$ cat config.mk
export PLATFORM = sky130hd
export DESIGN_NAME = display_scan_flat
export DESIGN_NICKNAME = d
export VERILOG_FILES = /design/src/rtl/display_scan_if.sv /design/src/rtl/display_scan.sv /design/src/flat_wrapper.sv
export SDC_FILE = /design/constraint.sdc
export NUM_CORES = 1
export LEC_CHECK = 0
export CORE_MARGIN = 2
export CORE_UTILIZATION = 50
export DETAILED_ROUTE_END_ITERATION = 12
export MAX_ROUTING_LAYER = met4
export PLACE_DENSITY_LB_ADDON = 0.2
export SLEW_MARGIN = 30
export SYNTH_ARGS = -nofsm -noshare
export SYNTH_HDL_FRONTEND = slang
export SYNTH_SLANG_ARGS = --single-unit
$ cat constraint.sdc
create_clock -name clk -period 2.96 [get_ports clk]
set_input_delay 0.74 -clock clk [delete_from_list [all_inputs] [get_ports clk]]
set_output_delay 0.74 -clock clk [all_outputs]
set_load 0.05 [all_outputs]
$ cat src/rtl/display_scan_if.sv
// Display bus between the time selector (master) and the scan driver (slave).
interface display_scan_if;
  logic [5:0] out_h;
  logic [5:0] out_m;
  logic [5:0] out_s;
  logic       alarm;
  logic       frame_start;

  modport master (
    output out_h,
    output out_m,
    output out_s,
    output alarm,
    input  frame_start
  );

  modport slave (
    input  out_h,
    input  out_m,
    input  out_s,
    input  alarm,
    output frame_start
  );
endinterface

$ cat src/rtl/display_scan.sv
// Six-digit multiplexed 7-segment driver (HH MM SS). Snapshots the display bus once per
// frame, converts each pair to BCD and scans one digit slot at a time with a blanked lead-in
// per slot, colon decimal points and an alarm-driven whole-display blink.
module display_scan #(
  parameter int unsigned SCAN_DIV     = 1000,
  parameter int unsigned BLANK_CYC    = 16,
  parameter int unsigned BLINK_FRAMES = 64
) (
  input  logic             clk,
  input  logic             reset,
  display_scan_if.slave    bus,
  output logic [5:0]       an,
  output logic [6:0]       seg,
  output logic             dp
);

  localparam int unsigned CntW   = (SCAN_DIV > 1) ? $clog2(SCAN_DIV) : 1;
  localparam int unsigned BlinkW = $clog2(BLINK_FRAMES + 1);
  localparam logic [CntW-1:0]   CntLast   = CntW'(SCAN_DIV - 1);
  localparam logic [BlinkW-1:0] BlinkLast = BlinkW'(BLINK_FRAMES - 1);

  typedef enum logic [0:0] {StLoad, StScan} state_e;

  state_e              state_q, state_d;
  logic [2:0]          idx_q, idx_d;
  logic [CntW-1:0]     cnt_q, cnt_d;
  logic [5:0][3:0]     digit_q;
  logic                show_q;
  logic [BlinkW-1:0]   blink_cnt_q;
  logic                phase_on_q;
  logic [5:0]          an_d;
  logic [6:0]          seg_d;
  logic                dp_d;

  // Tens digit of a 0..63 value.
  function automatic logic [3:0] tens_of(input logic [5:0] v);
    if      (v >= 6'd60) return 4'd6;
    else if (v >= 6'd50) return 4'd5;
    else if (v >= 6'd40) return 4'd4;
    else if (v >= 6'd30) return 4'd3;
    else if (v >= 6'd20) return 4'd2;
    else if (v >= 6'd10) return 4'd1;
    else                 return 4'd0;
  endfunction

  function automatic logic [3:0] ones_of(input logic [5:0] v);
    logic [5:0] t6;
    t6 = {2'b00, tens_of(v)};
    return 4'(v - t6 * 6'd10);
  endfunction

  // Active-low {g,f,e,d,c,b,a}.
  function automatic logic [6:0] seg_of(input logic [3:0] d);
    case (d)
      4'd0:    return 7'h40;
      4'd1:    return 7'h79;
      4'd2:    return 7'h24;
      4'd3:    return 7'h30;
      4'd4:    return 7'h19;
      4'd5:    return 7'h12;
      4'd6:    return 7'h02;
      4'd7:    return 7'h78;
      4'd8:    return 7'h00;
      4'd9:    return 7'h10;
      default: return 7'h7F;
    endcase
  endfunction

  // Frame start is purely the LOAD state, suppressed while reset is held.
  assign bus.frame_start = (state_q == StLoad) && !reset;

  // Scan FSM state register.
  always_ff @(posedge clk) begin
    if (reset) begin
      state_q <= StLoad;
      idx_q   <= 3'd5;
      cnt_q   <= '0;
    end else begin
      state_q <= state_d;
      idx_q   <= idx_d;
      cnt_q   <= cnt_d;
    end
  end

  // Scan FSM next state: one LOAD cycle, then six slots of SCAN_DIV cycles each.
  always_comb begin
    state_d = state_q;
    idx_d   = idx_q;
    cnt_d   = cnt_q;
    unique case (state_q)
      StLoad: begin
        state_d = StScan;
        idx_d   = 3'd5;
        cnt_d   = '0;
      end
      StScan: begin
        if (cnt_q == CntLast) begin
          if (idx_q == 3'd0) begin
            state_d = StLoad;
          end else begin
            idx_d = idx_q - 3'd1;
            cnt_d = '0;
          end
        end else begin
          cnt_d = cnt_q + 1'b1;
        end
      end
      default: state_d = StLoad;
    endcase
  end

  // Per-frame snapshot: BCD digits and blink phase are latched in the LOAD cycle.
  always_ff @(posedge clk) begin
    if (reset) begin
      digit_q     <= '0;
      show_q      <= 1'b1;
      blink_cnt_q <= '0;
      phase_on_q  <= 1'b1;
    end else if (state_q == StLoad) begin
      digit_q[5] <= tens_of(bus.out_h);
      digit_q[4] <= ones_of(bus.out_h);
      digit_q[3] <= tens_of(bus.out_m);
      digit_q[2] <= ones_of(bus.out_m);
      digit_q[1] <= tens_of(bus.out_s);
      digit_q[0] <= ones_of(bus.out_s);
      // This frame uses the current phase; any toggle applies from the next frame.
      show_q <= bus.alarm ? phase_on_q : 1'b1;
      if (!bus.alarm) begin
        blink_cnt_q <= '0;
        phase_on_q  <= 1'b1;
      end else if (blink_cnt_q == BlinkLast) begin
        blink_cnt_q <= '0;
        phase_on_q  <= ~phase_on_q;
      end else begin
        blink_cnt_q <= blink_cnt_q + 1'b1;
      end
    end
  end

  // Display drive decode: lit only past the blank lead-in of a slot in a visible frame.
  always_comb begin
    an_d  = 6'h3F;
    seg_d = 7'h7F;
    dp_d  = 1'b1;
    if ((state_q == StScan) && show_q && !(32'(cnt_q) < BLANK_CYC)) begin
      an_d  = ~(6'b000001 << idx_q);
      seg_d = seg_of(digit_q[idx_q]);
      dp_d  = !((idx_q == 3'd4) || (idx_q == 3'd2));
    end
  end

  // Registered display outputs, one cycle behind the FSM.
  always_ff @(posedge clk) begin
    if (reset) begin
      an  <= 6'h3F;
      seg <= 7'h7F;
      dp  <= 1'b1;
    end else begin
      an  <= an_d;
      seg <= seg_d;
      dp  <= dp_d;
    end
  end

endmodule

$ cat src/flat_wrapper.sv
// flat-port wrapper written by rule: the top's interface ports become plain ports
module display_scan_flat 
#(
  parameter int unsigned SCAN_DIV     = 1000,
  parameter int unsigned BLANK_CYC    = 16,
  parameter int unsigned BLINK_FRAMES = 64
)
  (clk, reset, an, seg, dp, bus_out_h, bus_out_m, bus_out_s, bus_alarm, bus_frame_start);
  display_scan_if bus_i ();
  input  logic clk;
  input  logic reset;
  output logic [5:0] an;
  output logic [6:0] seg;
  output logic dp;
  input wire logic [$bits(bus_i.out_h)-1:0] bus_out_h;
  input wire logic [$bits(bus_i.out_m)-1:0] bus_out_m;
  input wire logic [$bits(bus_i.out_s)-1:0] bus_out_s;
  input wire logic [$bits(bus_i.alarm)-1:0] bus_alarm;
  output wire logic [$bits(bus_i.frame_start)-1:0] bus_frame_start;
  assign bus_i.out_h = bus_out_h;
  assign bus_i.out_m = bus_out_m;
  assign bus_i.out_s = bus_out_s;
  assign bus_i.alarm = bus_alarm;
  assign bus_frame_start = bus_i.frame_start;
  display_scan #(.SCAN_DIV(SCAN_DIV), .BLANK_CYC(BLANK_CYC), .BLINK_FRAMES(BLINK_FRAMES)) u_core (.clk(clk), .reset(reset), .bus(bus_i), .an(an), .seg(seg), .dp(dp));
endmodule
==> summary.md <==
| Metric | Value |
|---|---|
| Outcome | `finished, final reports clean` |
| Die width | `83.1 um` |
| P_leak | `~0.0015 uW` |
| Hold path cells | `2` |
| Num CTS Buffers | `9` |
| Synth area leaders | `dfxtp_1, nor2_1, ha_1, mux2i_1, a21oi_1` |
| Flop2flop setup slack | `0.71 ns` |
| Pin count of the biggest net entering global routing | `35` |
| Worst setup EP type | `flop` |
| Layout cells sized above 1 | `11.4%` |
| First-pass GRT wire length | `10800 um` |
| Clk Latency, worst-skew pair | `0.34 ns` |
| CP peak stage delay | `between 0.5 and 0.6 ns` |
| Top Ports | `36` |
| Final Hold Fails | `0` |
| Die ar. | `6910 um^2` |
| Fin worst setup slack | `0.343 ns` |
| Maximum vdd drop | `~0.26 mV` |
| DP Cell Count | `470` |
| CTS root buffer | `clkbuf_8` |
| Syn Area/Cell | `8.67 um^2` |
| Max-cap violations | `0` |
| Routability Congestion | `around 0.81` |
| Initial antenna violation count | `0` |
| Drt via density | `5.38` |
| Drc violations | `0` |
| Worst-path clk slew | `roughly 0.060 ns` |
| Reg2reg end | `u_core.seg[6]` |
| Post-Synthesis Cells | `361` |
| Hold EP | `u_core.digit_q[20]` |
| Commonest cells post-synth | `dfxtp_1, nor2_1, nand2_1` |
| Multi-input combinational cell area | `1810 um^2` |
| Post-Syn Nets | `400` |
| RSZ-0062 raised after global routing | `no` |
| Post-DRT Antenna Nets | `0` |
| Starting DRT DRC Count | `129` |
| Htree depth | `3` |
| Drt pass-1 iters | `4` |
| Seq cells post-synth | `58` |
| Reg2Reg Depth | `7` |
| Yosys top cell by area | `dfxtp_1` |
| DRT Wirelength | `6280 um` |
| # Post-CTS Setup Buffers | `0` |
| Post-DP HPWL | `4620 um` |
| Startpoint Class | `input port` |
| Initial Utilization | `roughly 52%` |
| Dpl cell area | `3630 um^2` |
| Top-area cell type share of the netlist area | `37.1%` |
| Seq. cell area | `around 1200 um^2` |
| Port buffer count | `35` |
| CTS max path bufs | `2` |
| EDFF count, synth | `0` |
| CP max FO | `6` |
| Worst EP required | `3.18 ns` |
| Worst r2r src | `u_core.idx_q[1]` |
| Fin area | `roughly 3800 um^2` |
| Worst hold start | `u_core.digit_q[20]` |
| Area grow syn2layout | `22.3%` |
| Row count | `28` |
| Worst min-delay path category | `flop to flop` |
| Worst Setup Path Type | `input port to flop` |
| Non-filler cells, final | `486` |
| Max Freq | `~380 MHz` |
| Vias in the first global route | `2427` |
| Post-CTS Resized | `0` |
| Final net count | `roughly 450` |
| Wirelength per Cell | `between 10 and 15 um` |
| Mapped cell area | `3130 um^2` |
| Core area | `5990 um^2` |
| Setup TNS | `0 ns` |
| Hold-fix buffers at CTS | `0` |
| Placement Setup Slack | `-0.0217 ns` |
| Tcrit/Tclk final | `88.4%` |
| Sequential share of the synthesized area | `a little under two fifths` |
| Clock tree from TritonCTS | `built` |
| Pwr dens | `between 400 and 500 nW/um^2` |
| Most frequent cell after synthesis | `dfxtp_1` |
| Final Setup Violations | `0` |
| CP Cell Sequence | `clkdlybuf4s50_1, nor4bb_1, a221oi_1, o21a_1, inv_1, ha_1, inv_1, fa_1, xnor2_1, xnor2_1, a21oi_1` |
| Number of fill cells | `500` |
| Max-slew violations | `0` |
| Minimum clock period | `2.62 ns` |
| Antenna diodes | `0` |
| CP max stage cell | `clkdlybuf4s50_1` |
| Vias | `2617` |
| Data arrival time of the worst path | `2.83 ns` |
| Total GRT Usage | `19.5%` |
| Worst-Margin Slew | `about 0.68 ns` |
| Gr ovfl total | `0` |
| Synth Flop Type | `dfxtp_1` |
| Worst Clk Skew | `approximately 0.0071 ns` |
| Yosys cell types | `62` |
| Max_slew headroom | `between 50% and 60%` |
| Die Y-Extent | `83.1 um` |
| Warnings, synthesis | `0` |
| Clk sinks | `between 50 and 60` |
| Synth async-reset ratio | `0%` |
cells by family after synthesis:
| family | count (synthesis) | share of synthesized area, % |
|---|---|---|
| compound gates | 78 | 17.1 |
| xor+xnor | 15 | 4.20 |
| mux | 18 | 5.76 |
| flops | 58 | 37.1 |
| buf+inv | 38 | 5.16 |
| fa+ha+maj | 20 | 8.55 |
| simple gates | 134 | 22.2 |
cell usage in the layout, fill, tap and decap left out, drive strengths merged, types with 11 or more instances in the layout:
master,instances
ha,15
dfxtp,58
mux2i,18
a21oi,20
nand2,26
clkdlybuf4s50,34
nor2,53
buf,18
clkbuf,11
o21ai,13
inv,20
through the flow:
step                power [uW]  util [%]  hold WS [ns]
global route              1890      63.9         0.506
global placement          1070      60.5         0.468
CTS                       1810      63.9         0.493
detailed placement        1070      60.5         0.476
finish                    1800      63.9         0.496
floorplan                  986         -         0.444
area by class of cell:
| cell class | count | area share, % |
|---|---|---|
| Timing Repair Buffer | 52 | 12.7 |
| Tap cell | 75 | 2.45 |
| Inverter | 20 | 1.96 |
| Multi-Input combinational cell | 265 | 47.2 |
| Clock buffer | 11 | 3.95 |
| Sequential cell | 58 | 30.3 |
| Clock inverter | 5 | 1.37 |
sequential cells by signal (all words and copies together), names as in the netlist:
name and cells:
u_core.blink_cnt_q 7, u_core.dp 1, u_core.phase_on_q 1, u_core.seg 7, u_core.idx_q 3, u_core.cnt_q 10
u_core.an 6, u_core.show_q 1, u_core.state_q 1, u_core.digit_q 21
worst max path at each step:
stage | start | to | slack [ns] | cells after the start
final | bus_out_h[3] | u_core.digit_q[19] | 0.34 | 11
after global routing | bus_out_s[4] | u_core.digit_q[3] | 0.16 | 10
after CTS | bus_out_h[3] | u_core.digit_q[19] | 0.34 | 11
after detailed placement | bus_out_h[3] | u_core.digit_q[19] | -0.02 | 11
after global placement | bus_out_h[3] | u_core.digit_q[19] | 0.07 | 11
after floorplan | reset | bus_frame_start | 0.43 | 3
layer usage:
| layer | GRT usage (%) | up-vias | wire length (um) |
|---|---|---|---|
| met5 | - | - | 0 |
| met4 | 6.11 | 0 | 81 |
| met3 | 5.86 | 8 | 232 |
| met2 | 31.3 | 52 | 2990 |
| met1 | 23.6 | 1202 | 2980 |
| li1 | - | 1355 | - |
power by group:
group | leakage (uW) | total [uW] | internal [uW] | switching, uW
registers | 0.000473 | 828 | 807 | 20.6
logic | 0.000967 | 230 | 113 | 116
clock network | 0.000105 | 739 | 430 | 309
critical path, delay by kind of cell:
family | cells | cell delay, ns
fa+ha+maj | 2 | 0.51
compound gates | 3 | 0.29
xor+xnor | 2 | 0.32
simple gates | 1 | 0.30
buf+inv | 3 | 0.68
No activity file was read; power rests on OpenSTA's default activity.
